File: src/rtl/mc_pkg.sv
// Shared definitions for the multicycle MIPS main controller.
// Latency: n/a (types and constants only).
// Backpressure: n/a.
package mc_pkg;

  // Opcode field values (IR[31:26]) recognised by the dispatcher
  localparam logic [5:0] OP_RTYPE = 6'b000000;
  localparam logic [5:0] OP_LW    = 6'b100011;
  localparam logic [5:0] OP_SW    = 6'b101011;
  localparam logic [5:0] OP_BEQ   = 6'b000100;
  localparam logic [5:0] OP_ADDI  = 6'b001000;
  localparam logic [5:0] OP_J     = 6'b000010;

  // Controller states; 12-15 are never entered and recover to FETCH
  typedef enum logic [3:0] {
    S_FETCH  = 4'd0,
    S_DECODE = 4'd1,
    S_MEMADR = 4'd2,
    S_MEMRD  = 4'd3,
    S_MEMWB  = 4'd4,
    S_MEMWR  = 4'd5,
    S_EXEC   = 4'd6,
    S_ALUWB  = 4'd7,
    S_BRANCH = 4'd8,
    S_ADDIEX = 4'd9,
    S_ADDIWB = 4'd10,
    S_JUMP   = 4'd11
  } state_e;

  // alu_op as consumed by the downstream ALU control decoder
  localparam logic [1:0] ALU_OP_ADD   = 2'b00;
  localparam logic [1:0] ALU_OP_SUB   = 2'b01;
  localparam logic [1:0] ALU_OP_FUNCT = 2'b10;

  // ALU B-operand select
  localparam logic [1:0] SRC_B_REG     = 2'b00;
  localparam logic [1:0] SRC_B_FOUR    = 2'b01;
  localparam logic [1:0] SRC_B_IMM     = 2'b10;
  localparam logic [1:0] SRC_B_IMM_SH2 = 2'b11;

  // PC next-value select
  localparam logic [1:0] PC_SRC_ALU    = 2'b00;
  localparam logic [1:0] PC_SRC_ALUOUT = 2'b01;
  localparam logic [1:0] PC_SRC_JUMP   = 2'b10;

  // All datapath strobes driven by the controller
  typedef struct packed {
    logic       pc_write;
    logic       pc_write_cond;
    logic       i_or_d;
    logic       mem_read;
    logic       mem_write;
    logic       ir_write;
    logic       mem_to_reg;
    logic       reg_dst;
    logic       reg_write;
    logic       alu_src_a;
    logic [1:0] alu_src_b;
    logic [1:0] alu_op;
    logic [1:0] pc_source;
  } ctrl_t;

  // States that stall on mem_ready and therefore run the wait counter
  function automatic logic is_mem_wait(state_e s);
    return (s == S_FETCH) || (s == S_MEMRD) || (s == S_MEMWR);
  endfunction

endpackage

File: src/rtl/mc_out_decode.sv
// State-to-strobe decode for the main controller, with reset gating of every strobe.
// Latency: purely combinational.
// Backpressure: only FETCH looks at mem_ready (IR/PC load on the completing cycle).
import mc_pkg::*;

module mc_out_decode (
  input  logic   rst_n,
  input  state_e state,
  input  logic   mem_ready,
  output ctrl_t  ctrl
);

  // Moore decode of the current state; reset forces every strobe low
  always_comb begin
    ctrl           = '0;
    ctrl.alu_src_b = SRC_B_REG;
    ctrl.alu_op    = ALU_OP_ADD;
    ctrl.pc_source = PC_SRC_ALU;
    case (state)
      S_FETCH: begin
        ctrl.mem_read  = 1'b1;
        ctrl.alu_src_b = SRC_B_FOUR;
        ctrl.ir_write  = mem_ready;
        ctrl.pc_write  = mem_ready;
      end
      // Branch target is precomputed here into ALUOut
      S_DECODE: ctrl.alu_src_b = SRC_B_IMM_SH2;
      S_MEMADR: begin
        ctrl.alu_src_a = 1'b1;
        ctrl.alu_src_b = SRC_B_IMM;
      end
      S_MEMRD: begin
        ctrl.mem_read = 1'b1;
        ctrl.i_or_d   = 1'b1;
      end
      S_MEMWB: begin
        ctrl.reg_write  = 1'b1;
        ctrl.mem_to_reg = 1'b1;
      end
      S_MEMWR: begin
        ctrl.mem_write = 1'b1;
        ctrl.i_or_d    = 1'b1;
      end
      S_EXEC: begin
        ctrl.alu_src_a = 1'b1;
        ctrl.alu_op    = ALU_OP_FUNCT;
      end
      S_ALUWB: begin
        ctrl.reg_write = 1'b1;
        ctrl.reg_dst   = 1'b1;
      end
      S_BRANCH: begin
        ctrl.alu_src_a     = 1'b1;
        ctrl.alu_op        = ALU_OP_SUB;
        ctrl.pc_write_cond = 1'b1;
        ctrl.pc_source     = PC_SRC_ALUOUT;
      end
      S_ADDIEX: begin
        ctrl.alu_src_a = 1'b1;
        ctrl.alu_src_b = SRC_B_IMM;
      end
      S_ADDIWB: ctrl.reg_write = 1'b1;
      S_JUMP: begin
        ctrl.pc_write  = 1'b1;
        ctrl.pc_source = PC_SRC_JUMP;
      end
      default: ;
    endcase
    if (!rst_n) ctrl = '0;
  end

endmodule

File: src/rtl/mc_main_ctrl.sv
// Main control FSM of the multicycle MIPS datapath; optional jump support under MC_JUMP_EN.
// Latency: beq/j 3, R/addi/sw 4, lw 5 cycles, plus one cycle per mem_ready-low wait.
// Backpressure: FETCH/MEMRD/MEMWR hold until mem_ready; long waits raise sticky mem_timeout.
import mc_pkg::*;

module mc_main_ctrl #(
  parameter int MEM_WAIT_MAX = 16
) (
  input  logic       clk,
  input  logic       rst_n,
  input  logic [5:0] opcode,
  input  logic       mem_ready,
  output logic       pc_write,
  output logic       pc_write_cond,
  output logic       i_or_d,
  output logic       mem_read,
  output logic       mem_write,
  output logic       ir_write,
  output logic       mem_to_reg,
  output logic       reg_dst,
  output logic       reg_write,
  output logic       alu_src_a,
  output logic [1:0] alu_src_b,
  output logic [1:0] alu_op,
  output logic [1:0] pc_source,
  output logic [3:0] state,
  output logic       illegal_op,
  output logic       mem_timeout
);

  localparam logic [7:0] WAIT_LIMIT = 8'(MEM_WAIT_MAX);

  state_e     state_q, state_d;
  logic       illegal_set;
  logic       waiting;
  logic [7:0] wait_cnt_q;
  logic       illegal_q, timeout_q;
  ctrl_t      ctrl;

  assign waiting = is_mem_wait(state_q) && !mem_ready;

  // Next-state selection and opcode dispatch
  always_comb begin
    state_d     = state_q;
    illegal_set = 1'b0;
    case (state_q)
      S_FETCH:  if (mem_ready) state_d = S_DECODE;
      S_DECODE: begin
        case (opcode)
          OP_RTYPE:     state_d = S_EXEC;
          OP_LW, OP_SW: state_d = S_MEMADR;
          OP_BEQ:       state_d = S_BRANCH;
          OP_ADDI:      state_d = S_ADDIEX;
`ifdef MC_JUMP_EN
          OP_J:         state_d = S_JUMP;
`else
          OP_J: begin
            state_d     = S_FETCH;
            illegal_set = 1'b1;
          end
`endif
          default: begin
            state_d     = S_FETCH;
            illegal_set = 1'b1;
          end
        endcase
      end
      S_MEMADR: state_d = (opcode == OP_SW) ? S_MEMWR : S_MEMRD;
      S_MEMRD:  if (mem_ready) state_d = S_MEMWB;
      S_MEMWR:  if (mem_ready) state_d = S_FETCH;
      S_EXEC:   state_d = S_ALUWB;
      S_ADDIEX: state_d = S_ADDIWB;
      default:  state_d = S_FETCH;
    endcase
  end

  // State register, wait counter and sticky flags. The counter is zero whenever a
  // wait state is entered; mem_timeout fires on a waiting cycle that finds it already
  // at the limit, i.e. once the wait has gone past MEM_WAIT_MAX cycles.
  always_ff @(posedge clk) begin
    if (!rst_n) begin
      state_q    <= S_FETCH;
      wait_cnt_q <= '0;
      illegal_q  <= 1'b0;
      timeout_q  <= 1'b0;
    end else begin
      state_q <= state_d;
      if (illegal_set) illegal_q <= 1'b1;
      if (waiting) begin
        if (wait_cnt_q == WAIT_LIMIT) timeout_q <= 1'b1;
        else                          wait_cnt_q <= wait_cnt_q + 8'd1;
      end else begin
        wait_cnt_q <= '0;
      end
    end
  end

  mc_out_decode u_out_decode (
    .rst_n     (rst_n),
    .state     (state_q),
    .mem_ready (mem_ready),
    .ctrl      (ctrl)
  );

  assign pc_write      = ctrl.pc_write;
  assign pc_write_cond = ctrl.pc_write_cond;
  assign i_or_d        = ctrl.i_or_d;
  assign mem_read      = ctrl.mem_read;
  assign mem_write     = ctrl.mem_write;
  assign ir_write      = ctrl.ir_write;
  assign mem_to_reg    = ctrl.mem_to_reg;
  assign reg_dst       = ctrl.reg_dst;
  assign reg_write     = ctrl.reg_write;
  assign alu_src_a     = ctrl.alu_src_a;
  assign alu_src_b     = ctrl.alu_src_b;
  assign alu_op        = ctrl.alu_op;
  assign pc_source     = ctrl.pc_source;
  assign state         = state_q;
  assign illegal_op    = illegal_q;
  assign mem_timeout   = timeout_q;

endmodule

File: config.mk
export PLATFORM = sky130hd
export DESIGN_NAME = mc_main_ctrl
export DESIGN_NICKNAME = d
export VERILOG_FILES = /design/src/rtl/mc_pkg.sv /design/src/rtl/mc_out_decode.sv /design/src/rtl/mc_main_ctrl.sv
export SDC_FILE = /design/constraint.sdc
export NUM_CORES = 1
export LEC_CHECK = 0
export BUFFER_PORTS_ARGS = -buffer_cell sky130_fd_sc_hd__buf_2
export CAP_MARGIN = 20
export CORE_MARGIN = 3
export CORE_UTILIZATION = 53
export CTS_CLUSTER_DIAMETER = 60
export CTS_CLUSTER_SIZE = 30
export DETAILED_ROUTE_END_ITERATION = 10
export PLACE_DENSITY_LB_ADDON = 0.1
export REMOVE_ABC_BUFFERS = 1
export SLEW_MARGIN = 30
export SYNTH_ARGS = -nofsm -noshare
export SYNTH_HDL_FRONTEND = slang
export SYNTH_SLANG_ARGS = --single-unit
File: constraint.sdc
create_clock -name clk -period 3.9 [get_ports clk]
set_input_delay 1.17 -clock clk [delete_from_list [all_inputs] [get_ports clk]]
set_output_delay 1.17 -clock clk [all_outputs]
set_load 0.01 [all_outputs]
==> Word level (Yosys, flattened, before mapping) <==
Cells that the tools add are included.
Widths: inputs -> output; s select.
{ "op_classes": {"eq_ne": 19, "n_reduce_logical": 16, "addsub": 1, "muxes": 22} }
{ "ops": {"columns": ["cell", "count"], "rows": [
  ["$pmux 4 s7", 1],
  ["$eq 4x3->1 const B", 4],
  ["$eq 4x4->1 const B", 4],
  ["$mux 16", 1],
  ["$pmux 4 s4", 1],
  ["$eq 6x6->1 const B", 2],
  ["$mux 4", 3],
  ["$mux 1", 11],
  ["$add 8x1->8 const B", 1],
  ["$eq 4x2->1 const B", 2],
  ["$eq 8x5->1 const B", 1],
  ["$pmux 2 s2", 2],
  ["$reduce_or 2->1", 4],
  ["$eq 6x3->1 const B", 1],
  ["$eq 6x4->1 const B", 1],
  ["$logic_not 6->1", 1],
  ["$ne 2x2->1 const B", 3],
  ["$pmux 2 s3", 1],
  ["$reduce_or 5->1", 1],
  ["$eq 4x1->1 const B", 1],
  ["$logic_not 4->1", 1],
  ["$reduce_and 2->1", 2],
  ["$reduce_or 4->1", 1],
  ["$mux 3", 1],
  ["other kinds (6)", 7]
]} }
{ "word_totals": {"ff_bits": 14, "output_inout_bits": 22, "inputBits": 9} }

==> Logic depth before layout (Yosys ltp) <==
{ "logic_depth": {"depth_word": 5, "ltp_mapped": 6, "depth_no_buf": 6} }

==> Cells and area by module <==
From an unflattened synthesis, not the netlist that was laid out.
{ "hier_totals": {"cells_unflattened": 135, "area_unflattened_um2": 1089.8} }
{ "by_module_without_submodules": {"columns": ["module", "cells_each", "seq_area_each_um2", "area_each_um2", "instances"], "rows": [
  ["mc_main_ctrl", 99, 280.3, 845.8, 1],
  ["mc_out_decode", 36, 0.0, 244.0, 1]
]} }

==> Worst setup path before layout <==
Ideal clock, no wire load.
{ "synth_path": {"path_type": "input to output", "from": "in rst_n", "to": "out pc_source[0]", "stages": 4, "path_buffers": 2, "t_arrival_ns": 2.041, "slack_ns": 0.689, "path_cell_list": "clkbuf_1 -> nand2_1 -> nor3_1 -> buf_4"} }
{ "synth_between": {"elab_chain_len": 1} }
{ "synth_rtl": {"columns": ["element", "line", "text"], "rows": [
  ["start, declared", "mc_main_ctrl.sv:10", "input logic rst_n,"],
  ["$mux 16", "mc_out_decode.sv:69", "if (!rst_n) ctrl = '0;"],
  ["end, declared", "mc_main_ctrl.sv:25", "output logic [1:0] pc_source,"]
]} }
Every way passes these cells.

==> Final worst setup path <==
{ "layout_path": {"from": "in rst_n", "to": "out pc_write"} }
{ "layout_between": {"elab_chain_len": 1} }
{ "layout_rtl": {"columns": ["element", "line", "text"], "rows": [
  ["$mux 16", "mc_out_decode.sv:69", null],
  ["end, declared", "mc_main_ctrl.sv:13", "output logic pc_write,"]
]} }
Every way passes these cells.

==> flow_metrics.tcl <==
set metrics [dict create \
    gp_congestion 0.810 \
    cpMostUsedCell "buf_2" \
    antenna_found_initial 0 \
    synth-simple-area-share_pct 37.8 \
    finish.instance_area_um2 1110 \
    grt_first_pass_wirelength_mm 3.33 \
    ys_warn_count 0 \
    dpl_cell_area_um2 1070 \
    critPathMaxFanout 12 \
    synth_compound_area_share_pct 14.9 \
    cap_violations 0 \
    postCtsResizedCells 0 \
    via_per_inst 5.94 \
    vias 980 \
    end_kind "primary output" \
    avgSynthCellArea_um2 7.71 \
    die_h_um 48.0 \
    first_pass_iters 4 \
    grt_use_total_pct 19.8 \
    dieArea_um2 2300 \
    num-nets-final 161 \
    drive_above_1_share_pct 24.2 \
    grt_pass1_vias 755 \
    drtAntennaViolNets 0 \
    arrival_ns 2.07 \
    rsz0062_at_grt "no" \
    grt_overflow 0 \
    yosysUniqueCellTypes 41 \
    fillers 138 \
    fin_crit_sh_pct 83.2 \
    clock_skew_ns 0.00756 \
    vdd_ir_drop_max_mv 0.193 \
    rows 14 \
    hold_viol_final 0 \
    fin_crit_ns 3.24 \
    min_path_type "register to register" \
    area_growth_pct 18.5 \
    hpwl_mm 1.57 \
    synth_mux_area_share_pct 0 \
    ios 31 \
    slowest_delay_ns 0.30 \
    cts_buffer_depth 2 \
    synth_ff_type "dfxtp_1" \
    syn-instance-count 121 \
    ys_seq_area_share_pct 30.0 \
    status "complete, no violations" \
    ys_ff_latch 14 \
    final_cell_mix "buf_2 (30), nor2_1 (18), dfxtp_1 (14)" \
    synth_edf_count 0 \
    cts.htree.levels 1 \
    ys_async_sr_fraction_pct 0 \
    clk_pin_slew_ns 0.09 \
    cts_buffers 3 \
    cts_hold_buffers 0 \
    post_drt_wl_per_cell_um 12.7 \
    cp.required_ns 2.73 \
    final_common_cell "buf_2" \
    slowest_stage "nor4b_2" \
    slew_headroom_pct 67.2 \
    drc_errors 0 \
    drt_iter0_markers 30 \
    fp.coreArea_um2 1580 \
    cts_tree "yes" \
    antennaDiodeCount 0 \
    root_buffer "clkbuf_4" \
    cts_sinks 14 \
    start_util_pct 59.2 \
    criticalPathCategory "primary input to primary output" \
    final-max-slew-violation-count 0 \
    setup_viol 0 \
    synth_adder_area_share_pct 2.68 \
    port_buffers 30 \
    synth_top_family_by_area "simple AND/OR/NAND/NOR gates" \
    tns_ns 0 \
    cp_cell_sequence "buf_2 -> nand2_1 -> nor4b_2 -> or2_1 -> buf_2" \
    cp-start-kind "primary input" \
    die_x_um 48.0 \
    grt_max_degree 16 \
    synthXorXnorAreaFrac_pct 9.38 \
    worstMarginPinSlew_ns 0.491 \
    netlist_area_um2 933 \
    wl_mm 2.09 \
    p_leak_uw 0.000499 \
    power_per_cell_area_nw_per_um2 293 \
    timing.fmax_mhz 308 \
    post_cts_buffers 0 \
    insertion_delay_ns 0.29 \
]
==> metrics by stage <==
stage | std cells | setup slack (ns) | util (%) | hold WS [ns] | power (uW)
2_1_floorplan | 115 | 0.906 | - | 0.473 | 193
3_3_place_gp | 161 | 0.727 | 67.9 | 0.454 | 214
3_5_place_dp | 161 | 0.659 | 67.9 | 0.442 | 216
4_1_cts | 165 | 0.659 | 70.2 | 0.456 | 323
5_1_grt | 165 | 0.547 | 70.2 | 0.482 | 340
6_report | 165 | 0.657 | 70.2 | 0.450 | 324
==> cell usage after synthesis (2+ instances only) <==
library cell  number  share of area (%)
o21ai_1            3                1.6
a21boi_1           2                1.6
nor3_1             7                3.8
xor2_1             5                4.7
a21oi_1            3                1.6
inv_1              3                1.2
nand3_1            8                4.3
and3_1             2                1.3
nor2b_1            2                1.3
buf_2              3                1.6
ha_1               2                2.7
o21a_1             2                1.6
xnor2_1            5                4.7
nor3b_1            2                1.6
buf_4              2                1.6
nand2_1            9                3.6
o211ai_1           2                1.6
or3_1              3                2.0
nor2_1            18                7.2
nand2b_1           4                2.7
dfxtp_1           14                 30
==> sequential cells by signal, summed over array words and instances, names as in the netlist <==
name and flops:
illegal_op 1, state 4, wait_cnt_q 8, mem_timeout 1
==> layer usage <==
| metal | GRT usage [%] | routed length (um) | vias up |
|---|---|---|---|
| li1 | - | - | 481 |
| met1 | 31.7 | 1060 | 437 |
| met2 | 27.4 | 831 | 59 |
| met3 | 2.26 | 179 | 3 |
| met4 | 4.84 | 20 | 0 |
| met5 | 0 | 0 | - |
==> worst max-delay path, delay by kind of cell <==
family | cells | cell delay, ns
buf+inv | 2 | 0.32
simple gates | 3 | 0.58
==> final cells by class <==
class	count	area (um2)	share of cell area, %
clock buffer	4	36.3	3.28
inverter	4	15.0	1.36
multi-input combinational	97	604	54.6
sequential	14	280	25.3
tap	16	20.0	1.81
timing repair buffer	30	150	13.6
==> cell families after synthesis <==
| logic type | count (synthesis) |
|---|---|
| simple gates | 65 |
| compound gates | 20 |
| flops | 14 |
| xor+xnor | 10 |
| buf+inv | 10 |
| fa+ha+maj | 2 |
==> power by group <==
part	internal [uW]	switching [uW]	leakage, uW
Sequential	147	9.62	0.000113
Combinational	25.2	30.7	0.000365
Clock	56.9	54.0	0.0000210
==> worst paths after layout <==
| path | startpoint | end | slack [ns] | cells after the start |
|---|---|---|---|---|
| setup / recovery | rst_n | pc_write | 0.66 | 5 |
| setup reg to reg | wait_cnt_q[0] | wait_cnt_q[3] | 2.21 | 6 |
| hold / removal | mem_timeout | mem_timeout | 0.45 | 2 |
| hold reg to reg | mem_timeout | mem_timeout | 0.45 | 2 |
Note: power is estimated with default switching activity, not from simulation.
